File: src/rtl/perf_pkg.sv
// Shared definitions for the performance-counter bank.
//   - Register byte offsets for the global block and per-channel windows.
//   - Counter mode encoding.
//   - INFO word builder, so the read mux and any software model agree on layout.
package perf_pkg;

  // Global registers
  localparam int GCTRL_OFS = 'h00;
  localparam int INFO_OFS  = 'h04;

  // Channel windows: channel n lives at CH_BASE + CH_STRIDE*n
  localparam int CH_BASE   = 'h10;
  localparam int CH_STRIDE = 'h10;

  // Offsets inside a channel window
  localparam int CTRL_OFS  = 'h0;
  localparam int LO_OFS    = 'h4;
  localparam int HI_OFS    = 'h8;
  localparam int STAT_OFS  = 'hC;

  typedef enum logic [1:0] {
    MODE_CLEAR = 2'd0,
    MODE_CYCLE = 2'd1,
    MODE_HOLD  = 2'd2,
    MODE_EVENT = 2'd3
  } mode_e;

  // INFO layout: [3:0] channel count, [14:8] counter width.
  function automatic logic [31:0] info_word(input int num_cntrs, input int cnt_width);
    return {17'h0, cnt_width[6:0], 4'h0, num_cntrs[3:0]};
  endfunction

endpackage

File: src/rtl/perf_cntr_slice.sv
// One counter channel: counter, hi-word read shadow, mode, overflow-irq enable
// and sticky overflow flag.
// Ports:
//   clk_i, rst_ni      clock, asynchronous active-low reset
//   clear_all          global clear pulse (highest priority, never sets ovf)
//   global_en          counting enable shared by all channels
//   evt                event level for EVENT mode
//   ctrl_we/lo_we/hi_we/stat_we  decoded write strobes for this channel
//   lo_re              LO read strobe; latches the hi-word shadow
//   wdata              bus write data
//   cnt_lo             cnt[31:0] for the read mux
//   shadow             hi word captured by the last LO read
//   mode, ovf_ie, ovf  control/status for the read mux and irq
module perf_cntr_slice
  import perf_pkg::*;
#(
  parameter int CNT_WIDTH = 64
) (
  input  logic                  clk_i,
  input  logic                  rst_ni,
  input  logic                  clear_all,
  input  logic                  global_en,
  input  logic                  evt,
  input  logic                  ctrl_we,
  input  logic                  lo_we,
  input  logic                  hi_we,
  input  logic                  stat_we,
  input  logic                  lo_re,
  input  logic [31:0]           wdata,
  output logic [31:0]           cnt_lo,
  output logic [CNT_WIDTH-33:0] shadow,
  output logic [1:0]            mode,
  output logic                  ovf_ie,
  output logic                  ovf
);

  localparam int HI_W = CNT_WIDTH - 32;

  logic [CNT_WIDTH-1:0] cnt_q, cnt_d;
  logic [HI_W-1:0]      shadow_q;
  mode_e                mode_q;
  logic                 ovf_ie_q, ovf_q;
  logic                 inc, wrap;

  // Priority: clear_all > CLEAR mode > bus write > increment.
  always_comb begin
    // NOTE: every variable gets a default first so no path can infer a latch.
    cnt_d = cnt_q;
    wrap  = 1'b0;
    inc   = global_en &&
            ((mode_q == MODE_CYCLE) || ((mode_q == MODE_EVENT) && evt));
    if (clear_all || (mode_q == MODE_CLEAR)) begin
      cnt_d = '0;
    end else if (lo_we) begin
      cnt_d[31:0] = wdata;
    end else if (hi_we) begin
      cnt_d[CNT_WIDTH-1:32] = wdata[HI_W-1:0];
    end else if (inc) begin
      cnt_d = cnt_q + CNT_WIDTH'(1);
      wrap  = &cnt_q;
    end
  end

  always_ff @(posedge clk_i or negedge rst_ni) begin
    if (!rst_ni) begin
      cnt_q    <= '0;
      shadow_q <= '0;
      mode_q   <= MODE_CLEAR;
      ovf_ie_q <= 1'b0;
      ovf_q    <= 1'b0;
    end else begin
      // NOTE: non-blocking assignments so the shadow below captures the
      // pre-edge counter even when a write lands on the same edge.
      cnt_q <= cnt_d;
      if (lo_re) begin
        shadow_q <= cnt_q[CNT_WIDTH-1:32];
      end
      if (ctrl_we) begin
        mode_q   <= mode_e'(wdata[1:0]);
        ovf_ie_q <= wdata[2];
      end
      // A wrap on the same edge as a W1C wins: the event must not be lost.
      ovf_q <= (ovf_q && !(stat_we && wdata[0])) || wrap;
    end
  end

  assign cnt_lo = cnt_q[31:0];
  assign shadow = shadow_q;
  assign mode   = mode_q;
  assign ovf_ie = ovf_ie_q;
  assign ovf    = ovf_q;

endmodule

File: src/rtl/perf_cntr_bank.sv
// Multi-channel performance-counter bank on the dbus window.
// Ports:
//   clk_i, rst_ni  clock, asynchronous active-low reset
//   addr_i         byte address (bits [1:0] ignored)
//   wdata_i        write data
//   we_i, re_i     write / read strobes
//   event_i        per-channel event levels
//   rdata_o        registered read data (updates only on re_i)
//   irq_o          registered OR of ovf & ovf_ie over all channels
module perf_cntr_bank
  import perf_pkg::*;
#(
  parameter int NUM_CNTRS  = 4,
  parameter int CNT_WIDTH  = 64,
  parameter int ADDR_WIDTH = 8
) (
  input  logic                  clk_i,
  input  logic                  rst_ni,
  input  logic [ADDR_WIDTH-1:0] addr_i,
  input  logic [31:0]           wdata_i,
  input  logic                  we_i,
  input  logic                  re_i,
  input  logic [NUM_CNTRS-1:0]  event_i,
  output logic [31:0]           rdata_o,
  output logic                  irq_o
);

  localparam int          HI_W     = CNT_WIDTH - 32;
  localparam int          BLK_W    = ADDR_WIDTH - 4;
  localparam logic [31:0] INFO_VAL = info_word(NUM_CNTRS, CNT_WIDTH);

  logic [ADDR_WIDTH-1:0] addr_w;
  logic [3:0]            reg_ofs;
  logic                  gctrl_hit, info_hit, clear_all, global_en;
  logic [NUM_CNTRS-1:0]  ch_sel, ovf, ovf_ie;
  logic [31:0]           cnt_lo [NUM_CNTRS];
  logic [HI_W-1:0]       shadow [NUM_CNTRS];
  logic [1:0]            mode   [NUM_CNTRS];
  logic [31:0]           rd_val;
  logic                  unused_addr;

  // Byte-lane bits carry no meaning for word registers.
  assign unused_addr = ^addr_i[1:0];

  assign addr_w    = {addr_i[ADDR_WIDTH-1:2], 2'b00};
  assign reg_ofs   = {addr_i[3:2], 2'b00};
  assign gctrl_hit = (addr_w == ADDR_WIDTH'(GCTRL_OFS));
  assign info_hit  = (addr_w == ADDR_WIDTH'(INFO_OFS));
  assign clear_all = we_i && gctrl_hit && wdata_i[1];

  for (genvar n = 0; n < NUM_CNTRS; n++) begin : g_ch
    // Channels outside NUM_CNTRS never match, so their window reads 0.
    assign ch_sel[n] = (addr_i[ADDR_WIDTH-1:4] == BLK_W'((CH_BASE + CH_STRIDE * n) >> 4));

    perf_cntr_slice #(.CNT_WIDTH(CNT_WIDTH)) u_slice (
      .clk_i     (clk_i),
      .rst_ni    (rst_ni),
      .clear_all (clear_all),
      .global_en (global_en),
      .evt       (event_i[n]),
      .ctrl_we   (we_i && ch_sel[n] && (reg_ofs == 4'(CTRL_OFS))),
      .lo_we     (we_i && ch_sel[n] && (reg_ofs == 4'(LO_OFS))),
      .hi_we     (we_i && ch_sel[n] && (reg_ofs == 4'(HI_OFS))),
      .stat_we   (we_i && ch_sel[n] && (reg_ofs == 4'(STAT_OFS))),
      .lo_re     (re_i && ch_sel[n] && (reg_ofs == 4'(LO_OFS))),
      .wdata     (wdata_i),
      .cnt_lo    (cnt_lo[n]),
      .shadow    (shadow[n]),
      .mode      (mode[n]),
      .ovf_ie    (ovf_ie[n]),
      .ovf       (ovf[n])
    );
  end

  always_comb begin
    rd_val = 32'h0;
    if (gctrl_hit) begin
      rd_val = {31'h0, global_en};
    end else if (info_hit) begin
      rd_val = INFO_VAL;
    end
    for (int n = 0; n < NUM_CNTRS; n++) begin
      if (ch_sel[n]) begin
        case (reg_ofs)
          4'(CTRL_OFS): rd_val = {29'h0, ovf_ie[n], mode[n]};
          4'(LO_OFS):   rd_val = cnt_lo[n];
          4'(HI_OFS):   rd_val = 32'(shadow[n]);
          4'(STAT_OFS): rd_val = {31'h0, ovf[n]};
          default:      ;
        endcase
      end
    end
  end

  always_ff @(posedge clk_i or negedge rst_ni) begin
    if (!rst_ni) begin
      global_en <= 1'b0;
      rdata_o   <= 32'h0;
      irq_o     <= 1'b0;
    end else begin
      if (we_i && gctrl_hit) begin
        global_en <= wdata_i[0];
      end
      if (re_i) begin
        rdata_o <= rd_val;
      end
      irq_o <= |(ovf & ovf_ie);
    end
  end

endmodule

File: config.mk
export PLATFORM = sky130hd
export DESIGN_NAME = perf_cntr_bank
export DESIGN_NICKNAME = d
export VERILOG_FILES = /design/src/rtl/perf_pkg.sv /design/src/rtl/perf_cntr_slice.sv /design/src/rtl/perf_cntr_bank.sv
export SDC_FILE = /design/constraint.sdc
export NUM_CORES = 1
export LEC_CHECK = 0
export ABC_AREA = 1
export BUFFER_PORTS_ARGS = -buffer_cell sky130_fd_sc_hd__buf_2
export CORE_MARGIN = 2
export CORE_UTILIZATION = 44
export CTS_CLUSTER_SIZE = 14
export DETAILED_ROUTE_END_ITERATION = 8
export PLACE_DENSITY = 0.61
export RECOVER_POWER = 100
export SLEW_MARGIN = 10
export SYNTH_ARGS = -nofsm -noshare
export SYNTH_HDL_FRONTEND = slang
export SYNTH_SLANG_ARGS = --single-unit
File: constraint.sdc
create_clock -name clk_i -period 5.7 [get_ports clk_i]
set_input_delay 0.57 -clock clk_i [delete_from_list [all_inputs] [get_ports clk_i]]
set_output_delay 0.57 -clock clk_i [all_outputs]
set_load 0.02 [all_outputs]
# Word level (Yosys, flattened, before mapping)
# Cells that the tools add are included.
[classes]
n_addsub = 4
multipliers = 0
div_mod_pow = 0
order_cmp = 0
n_eq_ne = 24
n_shift = 0
mux = 50
n_bitwise = 1
n_reduce_logical = 89
[ops]
columns = ["cell", "n"]
rows = [
  ["32-bit 2-to-1 mux", 21],
  ["64-bit 2-to-1 mux", 8],
  ["32-bit case mux with 4 select lines", 4],
  ["64-bit by 1-bit adder with 64-bit output (second input constant)", 4],
  ["64-bit AND reduction", 4],
  ["1-bit logical AND", 46],
  ["3-bit nonzero test", 8],
  ["1-bit 2-to-1 mux", 16],
  ["2-bit AND reduction", 8],
  ["15-bit 2-to-1 mux", 1],
  ["2-bit == test (second input constant)", 6],
  ["1-bit logical OR", 12],
  ["3-bit by 2-bit != test with 1-bit output (second input constant)", 4],
  ["2-bit by 1-bit == test with 1-bit output (second input constant)", 5],
  ["4-bit by 2-bit == test with 1-bit output (second input constant)", 2],
  ["2-bit zero test", 4],
  ["8-bit zero test", 1],
  ["2-bit != test (second input constant)", 4],
  ["6-bit by 1-bit == test with 1-bit output (second input constant)", 1],
  ["4-bit bitwise AND", 1],
  ["4-bit by 1-bit == test with 1-bit output (second input constant)", 1],
  ["4-bit by 3-bit == test with 1-bit output (second input constant)", 1],
  ["1-bit zero test", 4],
  ["4-bit zero test", 1],
  ["4-bit OR reduction", 1],
]
[word_totals]
reg_bits = 434
latchBits = 0
ramBits = 0
rom_bits = 0
input_bits = 48
output_inout_bits = 33
wordCells = 195
mem_count = 0

# Depth between registers and ports, before layout
# Gate-level depths: netlist of run 1.
[depth]
ltp_word = 11
depth_mapped = 12

# By module
# From an unflattened synthesis of run 1, not the netlist that was laid out.
[unflattened]
hier_cells = 5009
hier_area_um2 = 31124.9
[by_module_without_submodules]
columns = ["module", "instances", "cells_each", "area_each_um2"]
rows = [
  ["perf_cntr_slice", 4, 1057, 6787.8],
  ["perf_cntr_bank", 1, 781, 3973.8],
]

# Worst setup path before layout of run 1
# No wires, ideal clock.
[synth_timing]
path_type = "in2reg"
startpoint = "input addr_i[5]"
endpoint = "register g_ch[3].u_slice.cnt_q[24]"
setup_ps = 117
arrival_ps = 1761
slack_ps = 3822
path_stages = 11
n_path_buf = 1
cell_sequence = "nor2_2 > nand3_4 > nor2_4 > nand2_2 > nand2_1 > nand2_1 > nand2_2 > inv_2 > buf_2 > nand2_1 > nand2_1"
[synth_between]
elab_chain_len = 6
word_cells_on_any_way = 13
[synth_lines]
columns = ["element", "line_no", "rtl"]
rows = [
  ["from (decl)", "perf_cntr_bank.sv:19", "input logic [ADDR_WIDTH-1:0] addr_i,"],
  ["8-bit zero test", "perf_cntr_bank.sv:47", "assign gctrl_hit = (addr_w == ADDR_WIDTH'(GCTRL_OFS));"],
  ["1-bit logical AND (2 in a row)", "perf_cntr_bank.sv:49", "assign clear_all = we_i && gctrl_hit && wdata_i[1];"],
  ["1-bit logical OR", "perf_cntr_slice.sv:52", "if (clear_all || (mode_q == MODE_CLEAR)) begin"],
  ["3-bit by 2-bit != test with 1-bit output (no line) or 3-bit nonzero test (tied branches)", "--", ""],
  ["2-bit AND reduction (no line)", "--", ""],
  ["to (signal assigned)", "perf_cntr_slice.sv:74", "cnt_q <= cnt_d;"],
  ["to (decl)", "perf_cntr_slice.sv:39", "logic [CNT_WIDTH-1:0] cnt_q, cnt_d;"],
]
# Several ways; a longest one is shown, not always the timed one.
# A chain may end at the register's enable or synchronous reset.

# Worst setup path after layout of run 1
[layout_timing]
startpoint = "input addr_i[3]"
endpoint = "register g_ch[3].u_slice.cnt_q[9]"
# The elaborated chain is that of the path after synthesis.

==> results.yml, run 1 <==
drt:
  vias_per_cell: 5.695
  ant_nets: 0
  wl_per_cell_microns: 24.64
  drcViolationCount: 0
  vias: 33200
  drtPass1Iterations: 8
  drt-total-wl_microns: 143600
  drt-initial-drc-count: 4208
setup_path:
  worst-r2r-setup-slack_ns: 2.23
  critPathLaunch: "addr_i[3]"
  critPathCaptureType: "flip-flop"
  rr_endpoint: "g_ch[3].u_slice.cnt_q[39]$_DFFE_PN0P_"
  critical_path_class: "in -> reg"
  rr_startpoint: "g_ch[3].u_slice.mode[1]$_DFFE_PN0P_"
  required_ns: 6.18
  r2r_cells: 6
  crit_fanout: 30
  cp_data_arrival_time_ns: 4.88
  start_kind: "input port"
  crit_path_end: "g_ch[3].u_slice.cnt_q[9]$_DFFE_PN0P_"
pwr:
  total_power_w: 0.008658
  powerDensity_nw_per_um2: 263.3
  ir_worst_vdd_mv: 0.2146
  p_leak_nw: 14.68
clock_tree:
  post_cts_buffers: 0
  insertion_delay_ns: 0.63
  clockRootBuffer: "clkbuf_16"
  cts_resized: 0
  cts.sinks: 434
  numCtsBuffers: 53
  clk_pin_slew_ns: 0.06
  cts.path.max_buffers: 3
  htree_levels: 2
  hold_buffers: 1
  cts_tree: "yes"
logic_synthesis:
  synth_common_cells: "nand2_1 (2,083), nor2_1 (707), dfrtp_1 (434)"
  synth_top_family_by_area: "simple AND/OR/NAND/NOR gates"
  ys_ff_latch: 434
  yosysWarnings: 0
  netlist_area_sq_um: 30080
  synth_adder_area_share: 0.001664
  syn_nets: 4960
  synth_edf_count: 0
  yosysTopAreaCell: "dfrtp_1"
  synth_compound_area_frac: 0.1016
  synthArstFlopShare: 1.000
  yosys.area.top_type_share: 0.3610
  yosys-top-cells-area: "dfrtp_1 (36%), nand2_1 (26%), nor2_1 (8.8%)"
  yosys_most_used_dff: "dfrtp_1"
  synth_cell_types: 46
  synthMuxAreaShare: 0.001872
  synthXorXnorAreaFrac: 0.02213
  seq_area_frac_synth: 0.3610
  synthCells: 4908
  post_synth_and_or_nand_nor_area_fraction: 0.4382
  syn_avg_cell_area_sq_um: 6.129
  synthMostInstantiatedCell: "nand2_1"
finish:
  drive_above_1_share: 0.04283
  finalNonFillerCells: 5829
  syn2layout_area_growth_pct: 9.305
  nets: 4958
flow_run:
  maxCapViolCount: 5
die:
  die_y_microns: 265.5
  coreArea_sq_um: 67400
  placementRows: 95
  io_pins: 81
  initial_core_util: 0.4463
  dieArea_sq_um: 70470
  die_x_microns: 265.5
placed_design:
  dp_cells: 5723
  port_buffers: 78
  gp_congestion: 1.047
  hpwl_microns: 106700
timing:
  skew_ns: 0.02445
  finalSetupTns_ns: 0
  fmax_mhz: 227.6
  maxSlewViolCount: 264
  setup_viol_count_final: 0
  post-route-min-period_ns: 4.394
  slew_headroom: -1.033
  fin_crit_sh: 0.7708
  tightest_slew_ns: 3.050
  rsz0062_at_grt: "false"
  finalHoldViolations: 0
global_routing:
  grt_pass1_vias: 30020
  grt_max_degree: 124
  antenna_found_initial: 13
  overflow: 0
  grt_usage: 0.4028
  grt_pass1_wl_microns: 206800
outcome:
  status: "complete, but fails checks"
  violations: "max-capacitance violations, max-slew violations"
hold_path:
  min_path_type: "in -> reg"
==> flip-flops by register name, summed over array words and instances (netlist names) <==
signal	count
irq_o	1
global_en	1
g_ch.u_slice.mode	8
g_ch.u_slice.ovf_ie	4
g_ch.u_slice.cnt_q	256
g_ch.u_slice.shadow	128
rdata_o	32
g_ch.u_slice.ovf	4
==> cells by family (layout without fill, tap and decap cells) <==
logic type               count (synthesis)  count (layout)
AND/OR/NAND/NOR                       3280            3280
buffers and inverters                  557             599
AO/OA/AOI/OAI                          552             552
flip-flops                             434             434
XOR/XNOR                                76              76
multiplexers                             5               5
adder cells (fa/ha/maj)                  4               4
other                                    0               6
==> final cells by class <==
cell class                 count  area (sq um)
antenna                        6         15.01
clock buffer                  73          1534
clock inverter                26         344.1
fill                        7273         34520
inverter                     394          1479
multi-input combinational   3917         17000
sequential                   434         10860
tap                          873          1092
timing repair buffer         106         559.3
==> stage by stage <==
stage	instance area, sq um	hold WS, ns	worst slack (ns)	util
final	32880	0.3371	1.306	0.4879
after global routing	32870	0.3633	1.058	0.4876
after CTS	32990	0.3141	2.419	0.4894
after detailed placement	31100	0.4616	1.746	0.4614
after global placement	31100	0.4601	1.759	0.4614
after floorplan	30080	0.2744	3.822	-
==> placed cells by master, fill, tap and decap left out, types with 2 or more instances in the layout <==
| master | count |
|---|---|
| diode_2 | 6 |
| xnor2_1 | 3 |
| nand3_1 | 307 |
| o221ai_1 | 5 |
| xor2_1 | 73 |
| clkbuf_16 | 55 |
| clkbuf_1 | 50 |
| nand2_1 | 2082 |
| nor2_2 | 3 |
| bufinv_16 | 8 |
| inv_6 | 2 |
| a21oi_4 | 2 |
| a41oi_1 | 19 |
| nand4_1 | 73 |
| clkbuf_8 | 9 |
| buf_2 | 41 |
| nand2_2 | 10 |
| o211ai_1 | 7 |
| nor2_4 | 11 |
| nand2_4 | 3 |
| nor2_1 | 713 |
| buf_4 | 20 |
| inv_2 | 15 |
| clkinv_2 | 14 |
| inv_1 | 378 |
| o22ai_1 | 14 |
| a22o_1 | 31 |
| a21oi_1 | 48 |
| nand3_2 | 2 |
| o21ai_1 | 7 |
| ha_1 | 4 |
| nor3_1 | 69 |
| mux2_2 | 5 |
| dfrtp_1 | 434 |
| o21ai_0 | 412 |
==> how the worst min path moves through the flow <==
stage	from	to	slack, ns	cells past startpoint
floorplan	rst_ni	g_ch[0].u_slice.cnt_q[0]$_DFFE_PN0P_	0.27	0
global placement	rdata_o[0]$_DFFE_PN0P_	rdata_o[0]$_DFFE_PN0P_	0.46	2
detailed placement	rdata_o[0]$_DFFE_PN0P_	rdata_o[0]$_DFFE_PN0P_	0.46	2
CTS	wdata_i[11]	g_ch[2].u_slice.cnt_q[11]$_DFFE_PN0P_	0.31	5
global route	wdata_i[8]	g_ch[3].u_slice.cnt_q[8]$_DFFE_PN0P_	0.36	3
finish	wdata_i[11]	g_ch[2].u_slice.cnt_q[11]$_DFFE_PN0P_	0.34	5
==> metal layers <==
layer / track usage / vias to the layer above / wire [microns]
met5: 0 / - / 106
met4: 0.2235 / 16 / 9171
met3: 0.09785 / 316 / 15760
met2: 0.5729 / 1674 / 58330
met1: 0.5587 / 15620 / 60250
li1: - / 15570 / -
==> critical path, cell delays in order <==
cell	delay, ns
clkbuf_1	0.29
inv_1	0.11
nor2_1	1.92
nand2_2	0.32
nand2_1	0.28
nand2_1	0.45
inv_1	0.73
o21ai_0	0.19
==> power by group <==
group          switching [W]  total [W]  internal [W]
Sequential          0.000284    0.00356       0.00327
Combinational        0.00103    0.00135      0.000311
Clock                0.00152    0.00375       0.00224
No activity file was read; power rests on OpenSTA's default activity.
==> inputs of run 2 (changes only) <==
--- a/config.mk
+++ b/config.mk
@@ -5,7 +5,7 @@
 export SDC_FILE = /design/constraint.sdc
 export NUM_CORES = 1
 export LEC_CHECK = 0
-export ABC_AREA = 1
+export ABC_AREA = 0
 export BUFFER_PORTS_ARGS = -buffer_cell sky130_fd_sc_hd__buf_2
 export CORE_MARGIN = 2
 export CORE_UTILIZATION = 44
==> constraint.sdc (replaced) <==
create_clock -name clk_i -period 4.1 [get_ports clk_i]
set_input_delay 0.41 -clock clk_i [delete_from_list [all_inputs] [get_ports clk_i]]
set_output_delay 0.41 -clock clk_i [all_outputs]
set_load 0.02 [all_outputs]
==> run 2 against run 1 <==
Against the previous run:
- die area is 14% lower
- final area is 12% lower
- first-iteration DRC count is 15% lower
- combinational power is 16% lower
- sequential share of layout area is 4.4 points higher
- the run ends with design-rule violations, max-capacitance violations, max-slew violations left
- power is 24% higher
- via count is 23% lower
==> results.yml, run 2 <==
outcome:
  status: "complete, but fails checks"
  violations: "design-rule violations, max-capacitance violations, max-slew violations"
clock_tree:
  clockRootBuffer: "clkbuf_16"
  clk_pin_slew_ns: 0.07
  cts.sinks: 434
  numCtsBuffers: 51
  insertion_delay_ns: 0.61
  htree_levels: 2
  cts_tree: "yes"
  cts.path.max_buffers: 3
finish:
  nets: 2942
  fin_util: 0.4940
  postLayoutCellArea_sq_um: 28990
  multi_input_area_sq_um: 14070
  top_register: "g_ch.u_slice.cnt_q"
  largest_reg_flops: 256
  nFillCells: 5488
  final_common_cell: "dfrtp_1"
  area.sequential_sq_um: 10860
  drive_above_1_share: 0.1330
  syn2layout_area_growth_pct: 11.77
  final_cell_mix: "dfrtp_1 (434), nand2_1 (220), nor2_1 (200), o21ai_0 (200), a22oi_1 (171)"
placed_design:
  gp_congestion: 0.9782
  dpl_cell_area_sq_um: 27290
  hpwl_microns: 74090
  port_buffers: 78
die:
  placementRows: 89
  dieArea_sq_um: 60910
  die_x_microns: 246.8
  die_y_microns: 246.8
  coreArea_sq_um: 58690
  initial_core_util: 0.4420
  io_pins: 81
drt:
  drcViolationCount: 2
  drtPass1Iterations: 7
  drt-initial-drc-count: 3556
  drt-total-wl_microns: 108500
  vias_per_cell: 6.904
  wl_per_cell_microns: 29.26
  ant_nets: 0
  vias: 25610
pwr:
  p_leak_nw: 10.83
  ir_worst_vdd_mv: 0.3100
  powerDensity_nw_per_um2: 369.0
logic_synthesis:
  yosys-top-cells-area: "dfrtp_1 (42%), mux2_2 (6.0%), a22oi_1 (4.9%)"
  yosysTopAreaCell: "dfrtp_1"
  netlist_area_sq_um: 25940
  syn_nets: 2951
  synthArstFlopShare: 1.000
  ys_ff_latch: 434
  synth_edf_count: 0
  synth_common_cells: "dfrtp_1 (434), nand2_1 (221), clkbuf_1 (205)"
  seq_area_frac_synth: 0.4187
  syn_avg_cell_area_sq_um: 8.947
  yosysWarnings: 0
  yosys_most_used_dff: "dfrtp_1"
  synthMostInstantiatedCell: "dfrtp_1"
  synthCells: 2899
  synth_cell_types: 78
  yosys.area.top_type_share: 0.4187
global_routing:
  grt_pass1_wl_microns: 160000
  antenna_found_initial: 9
  grt_max_degree: 99
  overflow: 0
  grt_pass1_vias: 24040
  grt_usage: 0.3537
setup_path:
  cp_data_arrival_time_ns: 3.95
  critPathCaptureType: "flip-flop"
  start_kind: "input port"
  critical_path_class: "in -> reg"
  required_ns: 4.55
  crit_fanout: 34
timing:
  finalHoldViolations: 0
  fmax_mhz: 286.0
  setup_viol_count_final: 0
  fin_crit_sh: 0.8529
  finalSetupTns_ns: 0
  tightest_slew_ns: 2.805
  post-route-min-period_ns: 3.497
  slew_headroom: -0.8700
  rsz0062_at_grt: "false"
  maxSlewViolCount: 96
  skew_ns: 0.01300
hold_path:
  min_path_type: "in -> reg"
flow_run:
  maxCapViolCount: 1
run 2: changes by cell type after synthesis, sizes merged, moves of 48 or more:
cell    before  now
clkbuf      96  207
o21ai      421  203
nand2     2095  223
nor2       728  201
a21oi       51  166
and3         0   48
nand3      310  142
nor4         1   56
inv        393   30
a22oi        0  171
a31oi        0   59
xnor2        3   57
mux2         5  139
run 2: worst paths after layout:
check	start	slack, ns	cells past startpoint	endpoint
max in group asynchronous	rst_ni	1.08	3	g_ch[1].u_slice.cnt_q[47]$_DFFE_PN0P_
worst min register to register	rdata_o[15]$_DFFE_PN0P_	0.48	1	rdata_o[15]$_DFFE_PN0P_
worst max register to register	g_ch[2].u_slice.cnt_q[5]$_DFFE_PN0P_	0.69	6	g_ch[2].u_slice.cnt_q[58]$_DFFE_PN0P_
worst max-delay path	addr_i[2]	0.60	8	g_ch[1].u_slice.cnt_q[28]$_DFFE_PN0P_
min in group asynchronous	rst_ni	1.20	2	g_ch[0].u_slice.cnt_q[52]$_DFFE_PN0P_
worst min-delay path	wdata_i[25]	0.28	3	g_ch[0].u_slice.cnt_q[25]$_DFFE_PN0P_
run 2: cells by family after synthesis:
logic type | count (synthesis) | share of synthesized area
fa+ha+maj | 4 | 0.001930
mux | 170 | 0.07424
flops | 434 | 0.4187
xor+xnor | 90 | 0.03039
simple gates | 1023 | 0.2046
buf+inv | 269 | 0.03980
compound gates | 909 | 0.2304
run 2: metal layers:
layer,GRT usage,wire length (microns)
met1,0.4681,42790
met3,0.08227,11110
met5,0,0
met4,0.2116,7617
met2,0.5266,46990
run 2: power breakdown:
part	switching, W	leakage, nW	internal [W]
clock	0.00196	0.923	0.00319
combinational	0.000902	3.90	0.000241
sequential	0.0000669	6.01	0.00434
run 2: cell type report:
type / instances / area share
Multi-Input combinational cell: 2196 / 0.4854
Inverter: 30 / 0.003884
Clock inverter: 18 / 0.01113
Timing Repair Buffer: 177 / 0.03724
Clock buffer: 77 / 0.05403
Tap cell: 773 / 0.03336
Sequential cell: 434 / 0.3746
Antenna cell: 4 / 0.0003452
run 2: worst max-delay path, stage by stage:
cell	delay (ns)
clkbuf_1	0.68
nor2b_4	0.69
nand3_1	0.68
nand3_1	0.27
clkbuf_2	0.72
a31oi_1	0.10
o21ai_0	0.22
o21ai_0	0.13
run 2: stage by stage:
stage               setup slack, ns  std cells  power, W  hold WS (ns)
global route                 0.4673       3705   0.01097        0.2834
detailed placement           0.7162       3609  0.005599        0.4633
global placement             0.8185       3609  0.005588        0.4628
floorplan                     1.530       2899  0.005019        0.1144
CTS                           1.062       3705   0.01070        0.2612
finish                       0.6029       3709   0.01070        0.2839
run 2: timing repair:
action	4_1_cts	5_1_grt
buffers inserted	0	0
resized for setup	0	0
hold buffers	1	0
endpoints found under the hold margin	91	0
